### src/rtl/cim_core_mem_arbiter.sv
// rtl/cim_core_mem_arbiter.sv - round-robin arbiter for the shared CIM core memory port
module cim_core_mem_arbiter #(
    parameter int NUM_REQ        = 3,
    parameter int MEM_ADDR_WIDTH = 32,
    parameter int MEM_DATA_WIDTH = 32,
    parameter int READ_LATENCY   = 1
) (
    input  logic                                clk_i,
    input  logic                                rst_ni,
    input  logic [NUM_REQ-1:0]                  req_i,
    input  logic [NUM_REQ-1:0]                  we_i,
    input  logic [NUM_REQ*MEM_ADDR_WIDTH-1:0]   addr_i,
    input  logic [NUM_REQ*MEM_DATA_WIDTH/8-1:0] be_i,
    input  logic [NUM_REQ*MEM_DATA_WIDTH-1:0]   wdata_i,
    output logic [NUM_REQ-1:0]                  gnt_o,
    output logic [NUM_REQ-1:0]                  rvalid_o,
    output logic [MEM_DATA_WIDTH-1:0]           rdata_o,
    output logic                                mem_req_o,
    output logic                                mem_we_o,
    output logic [MEM_ADDR_WIDTH-1:0]           mem_addr_o,
    output logic [MEM_DATA_WIDTH/8-1:0]         mem_be_o,
    output logic [MEM_DATA_WIDTH-1:0]           mem_data_o,
    input  logic [MEM_DATA_WIDTH-1:0]           mem_data_i
);

    localparam int ID_W = $clog2(NUM_REQ);
    localparam int BE_W = MEM_DATA_WIDTH / 8;

    logic [ID_W-1:0]         rr_ptr;
    logic [ID_W-1:0]         winner;
    logic                    found;
    logic                    grant;
    int                      idx;

    logic [READ_LATENCY-1:0] pipe_valid;
    logic [READ_LATENCY-1:0] pipe_rd;
    logic [ID_W-1:0]         pipe_id [READ_LATENCY];

    // Search requesters starting at rr_ptr, wrapping modulo NUM_REQ; first hit wins
    always_comb begin
        found  = 1'b0;
        winner = '0;
        idx    = 0;
        for (int i = 0; i < NUM_REQ; i++) begin
            idx = int'(rr_ptr) + i;
            if (idx >= NUM_REQ) begin
                idx = idx - NUM_REQ;
            end
            if (!found && req_i[idx]) begin
                found  = 1'b1;
                winner = ID_W'(idx);
            end
        end
    end

    // No grant is issued while reset is held, even with requests pending
    assign grant = found && rst_ni;

    // Forward the winner's access unchanged; idle port drives all zeros
    always_comb begin
        gnt_o      = '0;
        mem_req_o  = 1'b0;
        mem_we_o   = 1'b0;
        mem_addr_o = '0;
        mem_be_o   = '0;
        mem_data_o = '0;
        if (grant) begin
            gnt_o[winner] = 1'b1;
            mem_req_o     = 1'b1;
            mem_we_o      = we_i[winner];
            mem_addr_o    = addr_i[int'(winner)*MEM_ADDR_WIDTH +: MEM_ADDR_WIDTH];
            mem_be_o      = be_i[int'(winner)*BE_W +: BE_W];
            mem_data_o    = wdata_i[int'(winner)*MEM_DATA_WIDTH +: MEM_DATA_WIDTH];
        end
    end

    // Pointer moves just past the winner so it becomes lowest priority next time
    always_ff @(posedge clk_i or negedge rst_ni) begin
        if (!rst_ni) begin
            rr_ptr <= '0;
        end else if (grant) begin
            rr_ptr <= (winner == ID_W'(NUM_REQ - 1)) ? '0 : winner + 1'b1;
        end
    end

    // Fixed-latency response tracker: one entry per grant, shifted every cycle
    always_ff @(posedge clk_i or negedge rst_ni) begin
        if (!rst_ni) begin
            pipe_valid <= '0;
            pipe_rd    <= '0;
            for (int i = 0; i < READ_LATENCY; i++) begin
                pipe_id[i] <= '0;
            end
        end else begin
            pipe_valid[0] <= grant;
            pipe_rd[0]    <= grant && !we_i[winner];
            pipe_id[0]    <= winner;
            for (int i = 1; i < READ_LATENCY; i++) begin
                pipe_valid[i] <= pipe_valid[i-1];
                pipe_rd[i]    <= pipe_rd[i-1];
                pipe_id[i]    <= pipe_id[i-1];
            end
        end
    end

    // Completion pulse to the issuer; read data only for reads, zero for write acks
    always_comb begin
        rvalid_o = '0;
        rdata_o  = '0;
        if (pipe_valid[READ_LATENCY-1]) begin
            rvalid_o[pipe_id[READ_LATENCY-1]] = 1'b1;
            if (pipe_rd[READ_LATENCY-1]) begin
                rdata_o = mem_data_i;
            end
        end
    end

endmodule

### config.mk
export PLATFORM = sky130hd
export DESIGN_NAME = cim_core_mem_arbiter
export DESIGN_NICKNAME = d
export VERILOG_FILES = /design/src/rtl/cim_core_mem_arbiter.sv
export SDC_FILE = /design/constraint.sdc
export NUM_CORES = 1
export LEC_CHECK = 0
export ABC_CLOCK_PERIOD_IN_PS = 4500
export BUFFER_PORTS_ARGS = -buffer_cell sky130_fd_sc_hd__buf_4
export CORE_AREA = 3 3 138 140
export CTS_CLUSTER_DIAMETER = 40
export CTS_CLUSTER_SIZE = 25
export DETAILED_ROUTE_END_ITERATION = 10
export DIE_AREA = 0 0 141 143
export GPL_ROUTABILITY_DRIVEN = 0
export PLACE_DENSITY = 0.6
export SLEW_MARGIN = 20
export SYNTH_ARGS = -nofsm -noshare
export SYNTH_HDL_FRONTEND = slang
export SYNTH_SLANG_ARGS = --single-unit
### constraint.sdc
create_clock -name clk_i -period 4.5 [get_ports clk_i]
set_input_delay 0.45 -clock clk_i [delete_from_list [all_inputs] [get_ports clk_i]]
set_output_delay 0.45 -clock clk_i [all_outputs]
set_load 0.01 [all_outputs]
==> results.yml <==
sta:
  fin_crit_sh_pct: 82.91
  relSlewSlack_pct: 42.82
  timing.final.ws_setup_ns: 0.7689
  grt_setup_unrepaired: "no"
  finalCriticalPeriod_ns: 3.731
  hold_viol: 0
  clock.fmax_mhz: 268.0
  slew_violations: 0
  final-setup-viol-count: 0
  setup_tns_ns: 0
  tightest_slew_ns: 0.8576
  skew_ns: 0.004516
yosys:
  synth_edf_count: 0
  yosysMostFrequentCell: "nand2_1"
  synth_nets: 829
  avgSynthCellArea_um2: 6.142
  syn_inst: 581
  synth_area_leaders: "a21o_1 15%, a22oi_1 14%, a31oi_1 12%, nand3_1 9.5%, o21ai_0 8.8%"
  ys_seq_area_share_pct: 4.208
  synth.distinct_cells: 44
  synthesis.area_um2: 3568
  synth.top_cell.area_share_pct: 14.73
  synth.largest_area_cell: "a21o_1"
  ys_seq_elements: 6
  synth-main-ff-cell: "dfrtp_1"
  yosys_warnings: 0
  netlist_top_cells_count: "71 x nand2_1, 70 x a21o_1, 70 x a31oi_1"
  async_flop_share_pct: 100.0
grt:
  grt_overflow: 0
  grt_pass1_vias: 5481
  antenna_found_initial: 0
  grt_max_degree: 71
  grt_pass1_wl_mm: 29.72
  grt.total_usage_pct: 17.87
setup_path:
  cp.arrival_ns: 3.28
  endpoint_kind: "output port"
  cp_slowest_cell: "dfrtp_1"
  critPathMaxStageDelay_ns: 0.39
  reg2reg_from: "rr_ptr[0]"
  required_ns: 4.05
  critPathKind: "reg2out"
  r2r_end: "pipe_rd"
  startpoint_type: "flip-flop"
  rr_worst_depth: 9
  crit_fanout: 32
  critPathLaunch: "rr_ptr[1]"
  crit_top_cell: "buf_4"
  crit_chain: "inv_1 > ha_1 > mux2i_1 > o21ai_4 > buf_4 > o21ai_2 > inv_2 > buf_4 > o21ai_0 > a31oi_1 > buf_4"
  reg2reg_slack_ns: 1.47
min_path:
  hp-class: "in2async"
clock_tree:
  cts_tree: "built"
  clkLatencyLatePin_ns: 0.23
  cts_hold_buf: 0
  postCtsSetupBuffers: 0
  cts_resized: 0
  cts_sinks: 6
  htreeDepth: 1
  cts_max_path_buffers: 2
  cts_buffers: 3
  root_buffer: "clkbuf_16"
  cts.clk_slew.worst_paths_ns: 0.04
routing:
  first_iter_violations: 325
  wl_per_cell_um: 18.01
  via_per_inst: 5.313
  drc: 0
  antenna_left: 0
  wl_mm: 19.88
  vias: 5866
  drt_pass1_iterations: 5
floorplan:
  die_h_um: 143
  start_util_pct: 19.86
  core_area_um2: 17960
  io_pins: 352
  dieArea_um2: 20160
  die_x_um: 141
  rows: 49
cells_and_area:
  stdcell_area_um2: 6340
  nFillCells: 1984
  nets: 1125
  drive_above_1_share_pct: 43.89
  syn2layout_area_growth_pct: 77.66
  antennaDiodeCount: 0
  stdcell_count: 1104
power_and_ir_drop:
  p_per_area_nw_per_um2: 625.1
  p_leak_nw: 3.173
  irDropWorstVdd_v: 0.0004224
  power_w: 0.003963
placed_design:
  hpwl_mm: 14.63
  place_ws_ns: 1.028
  postPlaceCellArea_um2: 6265
  port_buffers: 351
  dp_cells: 1101
outcome:
  status: "finished, final reports clean"
job:
  max_cap_viol_count: 0
worst max path at each step:
stage	to
after global routing	mem_data_o[20]
after detailed placement	mem_data_o[19]
after CTS	mem_data_o[20]
after global placement	mem_addr_o[25]
final	mem_be_o[0]
after floorplan	mem_addr_o[21]
state kept, by name (all words and copies together) (netlist names):
| signal | cells |
|---|---|
| pipe_valid | 1 |
| pipe_id | 2 |
| pipe_rd | 1 |
| rr_ptr | 2 |
report_power, final:
part	total [W]	switching [W]	internal [W]
clock	0.000147	0.0000322	0.000114
combinational	0.00368	0.00210	0.00158
sequential	0.000136	0.0000583	0.0000779
total	0.00396	0.00219	0.00177
kinds of logic (layout without fill, tap and decap cells):
kind of cell | Yosys count | in the layout | synth area share, %
AO/OA/AOI/OAI | 294 | 294 | 55.15
AND/OR/NAND/NOR | 192 | 192 | 27.00
flip-flops | 6 | 6 | 4.207
buffers and inverters | 82 | 376 | 11.36
adder cells (fa/ha/maj) | 4 | 4 | 1.403
multiplexers | 3 | 3 | 0.8766
layout by cell type (no fill, tap or decap), drive strengths merged, types with 4 or more instances in the layout:
| cell type | synthesis | routed |
|---|---|---|
| inv | 7 | 7 |
| a21oi | 5 | 5 |
| a21o | 70 | 70 |
| a22oi | 68 | 68 |
| a31oi | 70 | 70 |
| nand2 | 71 | 71 |
| nor2 | 6 | 6 |
| o21ai | 72 | 72 |
| and3 | 34 | 34 |
| nand3 | 68 | 68 |
| buf | 42 | 366 |
| ha | 4 | 4 |
| dfrtp | 6 | 6 |
metrics by stage:
stage / hold slack, ns / util (%)
2_1_floorplan: 0.1544 / -
3_3_place_gp: 0.2688 / 34.88
3_5_place_dp: 0.2686 / 34.88
4_1_cts: 0.02411 / 35.29
5_1_grt: 0.02753 / 35.29
6_report: 0.02444 / 35.29
per-layer routing:
layer	GRT usage [%]	routed length, um
met1	21.76	7748
met2	31.88	9865
met3	3.248	1646
met5	0	0
met4	5.762	621
area by class of cell:
| class | instances | area, um2 | share of cell area [%] |
|---|---|---|---|
| clock buffers | 3 | 75.07 | 1.184 |
| inverters | 7 | 26.28 | 0.4144 |
| multi-input cells | 493 | 3029 | 47.78 |
| flip-flops and latches | 6 | 150.1 | 2.368 |
| well taps | 229 | 286.5 | 4.519 |
| repair buffers | 366 | 2773 | 43.73 |
worst max-delay path, delay by kind of cell, from the launching register on:
| kind | cells | cell delay (ns) |
|---|---|---|
| AO/OA/AOI/OAI | 4 | 0.70 |
| adder cells (fa/ha/maj) | 1 | 0.38 |
| buffers and inverters | 5 | 1.35 |
| flip-flops | 1 | 0.39 |
| multiplexers | 1 | 0.20 |
Note: power is estimated with default switching activity, not from simulation.
